File: src/rtl/hazard_scoreboard.sv
// Per-register countdown scoreboard beside ID: RAW/WAW stall, issue-kill of the
// youngest issue, busy flag and a saturating stall-cycle counter.
module hazard_scoreboard #(
    parameter int REG_ADDR_W = 4,
    parameter int NUM_SRC    = 2,
    parameter int LAT_W      = 4,
    parameter int CNT_W      = 16
) (
    input  logic                          i_clk,
    input  logic                          i_rst_n,
    input  logic                          i_id_valid,
    input  logic [NUM_SRC-1:0]            i_id_rd_en,
    input  logic [NUM_SRC*REG_ADDR_W-1:0] i_id_rd_reg,
    input  logic                          i_id_wrt,
    input  logic [REG_ADDR_W-1:0]         i_id_dst,
    input  logic [LAT_W-1:0]              i_id_lat,
    input  logic                          i_ex_kill,
    output logic                          o_stall,
    output logic                          o_busy,
    output logic [CNT_W-1:0]              o_stall_cnt
);

    localparam int NUM_REGS = 2 ** REG_ADDR_W;
    localparam logic [CNT_W-1:0] STALL_CNT_MAX = '1;

    // Register 0 has no storage; its view in w_cnt is tied to zero.
    logic [LAT_W-1:0]      r_cnt [1:NUM_REGS-1];
    logic [REG_ADDR_W-1:0] r_last_dst;
    logic                  r_last_v;
    logic [CNT_W-1:0]      r_stall_cnt;

    logic [LAT_W-1:0]      w_cnt [NUM_REGS];
    logic [NUM_REGS-1:0]   w_pending;
    logic                  w_raw;
    logic                  w_waw;
    logic                  w_stall;
    logic                  w_issue;
    logic                  w_kill;

    always_comb begin
        w_cnt[0]     = '0;
        w_pending[0] = 1'b0;
        for (int r = 1; r < NUM_REGS; r++) begin
            w_cnt[r]     = r_cnt[r];
            w_pending[r] = (r_cnt[r] != '0);
        end
    end

    always_comb begin
        w_raw = 1'b0;
        for (int i = 0; i < NUM_SRC; i++) begin
            if (i_id_rd_en[i] && w_pending[i_id_rd_reg[i*REG_ADDR_W +: REG_ADDR_W]]) begin
                w_raw = 1'b1;
            end
        end
    end

    // An older write still outstanding longer than the new one would land last.
    assign w_waw   = i_id_wrt && (i_id_dst != '0) && (w_cnt[i_id_dst] > i_id_lat);
    assign w_stall = i_id_valid && (w_raw || w_waw);
    assign w_issue = i_id_valid && !w_stall && i_id_wrt && (i_id_dst != '0);
    assign w_kill  = i_ex_kill && r_last_v;

    always_ff @(posedge i_clk or negedge i_rst_n) begin
        if (!i_rst_n) begin
            for (int r = 1; r < NUM_REGS; r++) begin
                r_cnt[r] <= '0;
            end
        end else begin
            for (int r = 1; r < NUM_REGS; r++) begin
                if (w_issue && (i_id_dst == REG_ADDR_W'(r))) begin
                    r_cnt[r] <= i_id_lat;
                end else if (w_kill && (r_last_dst == REG_ADDR_W'(r))) begin
                    r_cnt[r] <= '0;
                end else if (r_cnt[r] != '0) begin
                    r_cnt[r] <= r_cnt[r] - 1'b1;
                end
            end
        end
    end

    // Only the issue on the immediately preceding edge is killable.
    always_ff @(posedge i_clk or negedge i_rst_n) begin
        if (!i_rst_n) begin
            r_last_dst <= '0;
            r_last_v   <= 1'b0;
        end else if (w_issue) begin
            r_last_dst <= i_id_dst;
            r_last_v   <= 1'b1;
        end else begin
            r_last_v   <= 1'b0;
        end
    end

    always_ff @(posedge i_clk or negedge i_rst_n) begin
        if (!i_rst_n) begin
            r_stall_cnt <= '0;
        end else if (w_stall && (r_stall_cnt != STALL_CNT_MAX)) begin
            r_stall_cnt <= r_stall_cnt + 1'b1;
        end
    end

    assign o_stall     = w_stall;
    assign o_busy      = |w_pending;
    assign o_stall_cnt = r_stall_cnt;

endmodule

File: config.mk
export PLATFORM = sky130hd
export DESIGN_NAME = hazard_scoreboard
export DESIGN_NICKNAME = d
export VERILOG_FILES = /design/src/rtl/hazard_scoreboard.sv
export SDC_FILE = /design/constraint.sdc
export NUM_CORES = 1
export LEC_CHECK = 0
export BUFFER_PORTS_ARGS = -buffer_cell sky130_fd_sc_hd__buf_2
export CAP_MARGIN = 20
export CELL_PAD_IN_SITES_DETAIL_PLACEMENT = 2
export CELL_PAD_IN_SITES_GLOBAL_PLACEMENT = 2
export CORE_ASPECT_RATIO = 0.75
export CORE_UTILIZATION = 25
export CTS_CLUSTER_SIZE = 20
export DETAILED_ROUTE_END_ITERATION = 10
export GPL_ROUTABILITY_DRIVEN = 0
export PLACE_DENSITY = 0.59
export SLEW_MARGIN = 10
export SYNTH_ARGS = -nofsm -noshare
export SYNTH_HDL_FRONTEND = slang
export SYNTH_SLANG_ARGS = --single-unit
File: constraint.sdc
create_clock -name i_clk -period 5.24 [get_ports i_clk]
set_input_delay 0.786 -clock i_clk [delete_from_list [all_inputs] [get_ports i_clk]]
set_output_delay 0.786 -clock i_clk [all_outputs]
set_load 0.005 [all_outputs]
==> summary by stage <==
GRT
The first global-routing pass estimated 33.7 mm of wire. Global routing finished with a remaining overflow of 0. The via count of the first global-routing pass was 5476. The number of antenna violations at the first check in global routing was 0. The total routing resource utilization after global routing is 18.9%.

The pin count of the biggest net entering global routing is 46.

Cells and area
Summing all multi-input logic gate instances after layout gives 0.00361 mm2. Relative to the synthesized area, the layout overhead comes to 14.3%. The finished layout holds 942 standard cells, fillers aside. Of the cells placed in the final design, the portion with a size suffix greater than 1 is 24.1%.

The footprint of the flip-flops and latches is 0.00203 mm2. The final layout net count is 680. The total of fill cells in the finished design is 2557. Once layout is done, the placed cells without fillers occupy 0.00672 mm2. The number of antenna diodes in the final layout is 0.

Setup path
The setup path with the least slack is of type input port to output pin. STA classifies the critical path endpoint as an output pin. At the worst endpoint, the required time is 4.45 ns. The maximum fanout count along the critical path is 24.

The kind of start point of the critical path is an input port. The data arrival time at the worst-slack endpoint is 3.73 ns.

Detailed routing
The met2 wire length is 9.56 mm. The wire length on met1 is 10.7 mm. Using the TritonRoute via totals, the vias-per-cell ratio works out to 5.21. In this run the top signal layer used is met4.

The number of design rule violations left after detail routing is 0. The first detailed-routing pass ran for 4 iterations. The wire length after detailed routing is 21.4 mm.

The per-cell routed wire length is 22.7 um. In this run the remaining antenna-violating nets after routing total 0. The sum of met3 wire segment lengths after detailed routing is 1.04 mm. For this block, the initial DRC count from the detailed router was 226. Summing over every cut layer, the via total after detailed routing is 4910.

Flow run
The count of max-cap constraint violations is 0.

Yosys
The cell with the most instances after synthesis is dfrtp_1. Yosys mapped a number of flops with a built-in enable equal to 0. The synthesized netlist devotes 8.60% of its cell area to compound gates.

The synthesized design devotes to its leading area cell type 34.5% of total area. The netlist area before placement is 0.00587 mm2. After synthesis, the most frequently instantiated cells are dfrtp_1, nor2_1, mux2_2. The number of distinct library cells after synthesis is 60. Of the total synthesized cell area, the portion taken by full adders, half adders and majority gates is 4.26%. Among all flip-flop cells after synthesis, the most frequent one is dfrtp_1.

Synthesis inferred 81 register bits. The biggest area contributor in the post-synthesis netlist is dfrtp_1. The xor and xnor area share after synthesis is 5.96%. The portion of the post-synthesis area used by sequential elements is 34.5%. Of the total synthesized cell area, the portion taken by AND, OR, NAND and NOR gates is 23.3%. The count of mapped cells out of synthesis is 601.

The synthesized area per cell is 9.77 um2. Ranked by total cell area, the synthesized netlist is headed by dfrtp_1, mux2_2, mux4_2, xnor2_1, nor2_1. The total nets after synthesis is 644. Yosys printed 0 warnings. In the synthesized netlist, mux cells make up 19.0% of the area. By area, the combinational part of the netlist is dominated by simple AND/OR/NAND/NOR gates.

For this run, asynchronously set or reset flops after synthesis account for 100%.

Run status
The run finished with clean final reports.

Die
The floorplan core area is 0.0230 mm2. The total number of placement rows is 48. Pin placement for this block handled 41 I/O pins.

The area of the die is 0.0241 mm2. The floorplan step set the die height to 135 um. The initial core utilization is 25.5%. The overall die width is 179 um.

Clocking
The TritonCTS buffer count is 9. The clock latency on the worst-skew pair is 0.36 ns. The tree is rooted in a clkbuf_16.

The clock sink count is 81. TritonCTS built the clock tree. The H-tree was split into 3 levels. The clock transition at the registers of the reported paths is 0.07 ns. The post-CTS resize count is 0. For this design, the CTS-stage hold fixing added 0 buffers. Counting along the longest clock path gives a buffer depth of 2. The number of buffers inserted by post-CTS setup repair is 0.

Timing
The smallest clock period supported by the final layout is computed as 4.52 ns. The worst path meets setup with 0.721 ns of slack. The final clock skew is 0.0159 ns. The count of endpoints failing hold in the final timing report is 0. In this run the tightest slew margin relative to its limit is 29.0%. The final critical-path share of the clock period is 86.2%.

The final setup violation count is 0. Timing would allow up to 0.221 GHz. At the pin with the least slew margin, the transition time is 1.05 ns.

The number of max-slew violations in the final report is 0. Setup repair after global routing left no endpoint under its margin. After routing, the total negative slack on setup checks comes to 0 ns.

Place
The worst slack after detailed placement is 0.667 ns. Once placement finished, the instance area stood at 0.00642 mm2. The cell count after placement is 926. The quantity of I/O buffers inserted on ports is 40. The final HPWL from detailed placement is 16.4 mm.

Worst hold path
The type of the worst min-delay path is input port to async pin.

Power
The total power after layout is 3.87 mW. The power density normalized to cell area is 576 mW/mm2. The leakage component of the power is 2.92 nW. IR analysis of the VDD net gives a maximum drop of 0.216 mV.
## per-layer routing
metal / vias up / GRT usage, %
met3: 15 / 3.38
met5: - / 0
met4: 0 / 3.95
li1: 2272 / -
met1: 2543 / 27.6
met2: 80 / 28.9
## report_power, final
group / internal [mW] / switching [mW]
sequential: 0.912 / 0.403
clock: 0.330 / 0.305
combinational: 0.960 / 0.957
## flip-flops by register name, indices dropped and copies added (netlist names)
signal       flops
r_cnt           60
r_last_dst       4
o_stall_cnt     16
r_last_v         1
## metrics by stage
step / utilization (%) / hold WS (ns)
final: 29.2 / 0.419
after global routing: 29.2 / 0.445
after CTS: 29.2 / 0.418
after detailed placement: 27.9 / 0.478
after global placement: 27.9 / 0.470
after floorplan: - / 0.477
## logic make-up after synthesis
logic type	count (synthesis)
AO/OA/AOI/OAI	72
XOR/XNOR	40
adder cells (fa/ha/maj)	20
buffers and inverters	67
flip-flops	81
multiplexers	81
AND/OR/NAND/NOR	240
## final timing paths
path | from | end | slack (ns) | cells past startpoint
max | i_id_dst[0] | o_stall | 0.72 | 10
min | i_rst_n | r_cnt[36] | 0.42 | 1
max reg2reg | r_cnt[36] | r_cnt[35] | 1.48 | 10
min reg2reg | o_stall_cnt[8] | o_stall_cnt[8] | 0.49 | 1
max in group asynchronous | i_rst_n | r_cnt[17] | 3.76 | 2
min in group i_clk | o_stall_cnt[8] | o_stall_cnt[8] | 0.49 | 1
## worst max-delay path, cell delays in order
cell and delay [ns]:
buf_2 0.54, mux4_2 0.62, mux4_2 0.47, ha_1 0.31, a21oi_1 0.14, o22ai_1 0.09
o221a_2 0.30, nor3_4 0.24, nor2b_1 0.09, buf_2 0.13
## cell type report
cell class	instances	share of cell area, %
clock buffers	9	3.35
clock inverters	7	0.876
inverters	45	2.51
multi-input cells	453	53.7
flip-flops and latches	81	30.2
well taps	300	5.59
repair buffers	47	3.80
## placed cells by master, fill, tap and decap left out, types with 7 or more instances in the layout
| cell | Yosys | routed |
|---|---|---|
| dfrtp_1 | 81 | 81 |
| nor2_1 | 67 | 67 |
| mux2_2 | 45 | 45 |
| inv_1 | 44 | 44 |
| buf_2 | 1 | 39 |
| nor3_1 | 36 | 36 |
| xnor2_1 | 30 | 30 |
| nand2_1 | 28 | 28 |
| a21oi_1 | 25 | 25 |
| ha_1 | 20 | 20 |
| mux4_2 | 19 | 19 |
| nand3_1 | 18 | 18 |
| nand4_1 | 11 | 11 |
| nand2b_1 | 10 | 10 |
| nor3b_2 | 10 | 10 |
| nor3b_1 | 10 | 10 |
| or3_1 | 10 | 10 |
| xor2_1 | 10 | 10 |
| mux2_1 | 9 | 9 |
| clkbuf_16 | 0 | 9 |
| mux2i_1 | 8 | 8 |
| o21ai_0 | 8 | 8 |
| buf_4 | 1 | 8 |
| nand3b_1 | 7 | 7 |
| nor4_1 | 7 | 7 |
No activity file was read; power rests on OpenSTA's default activity.
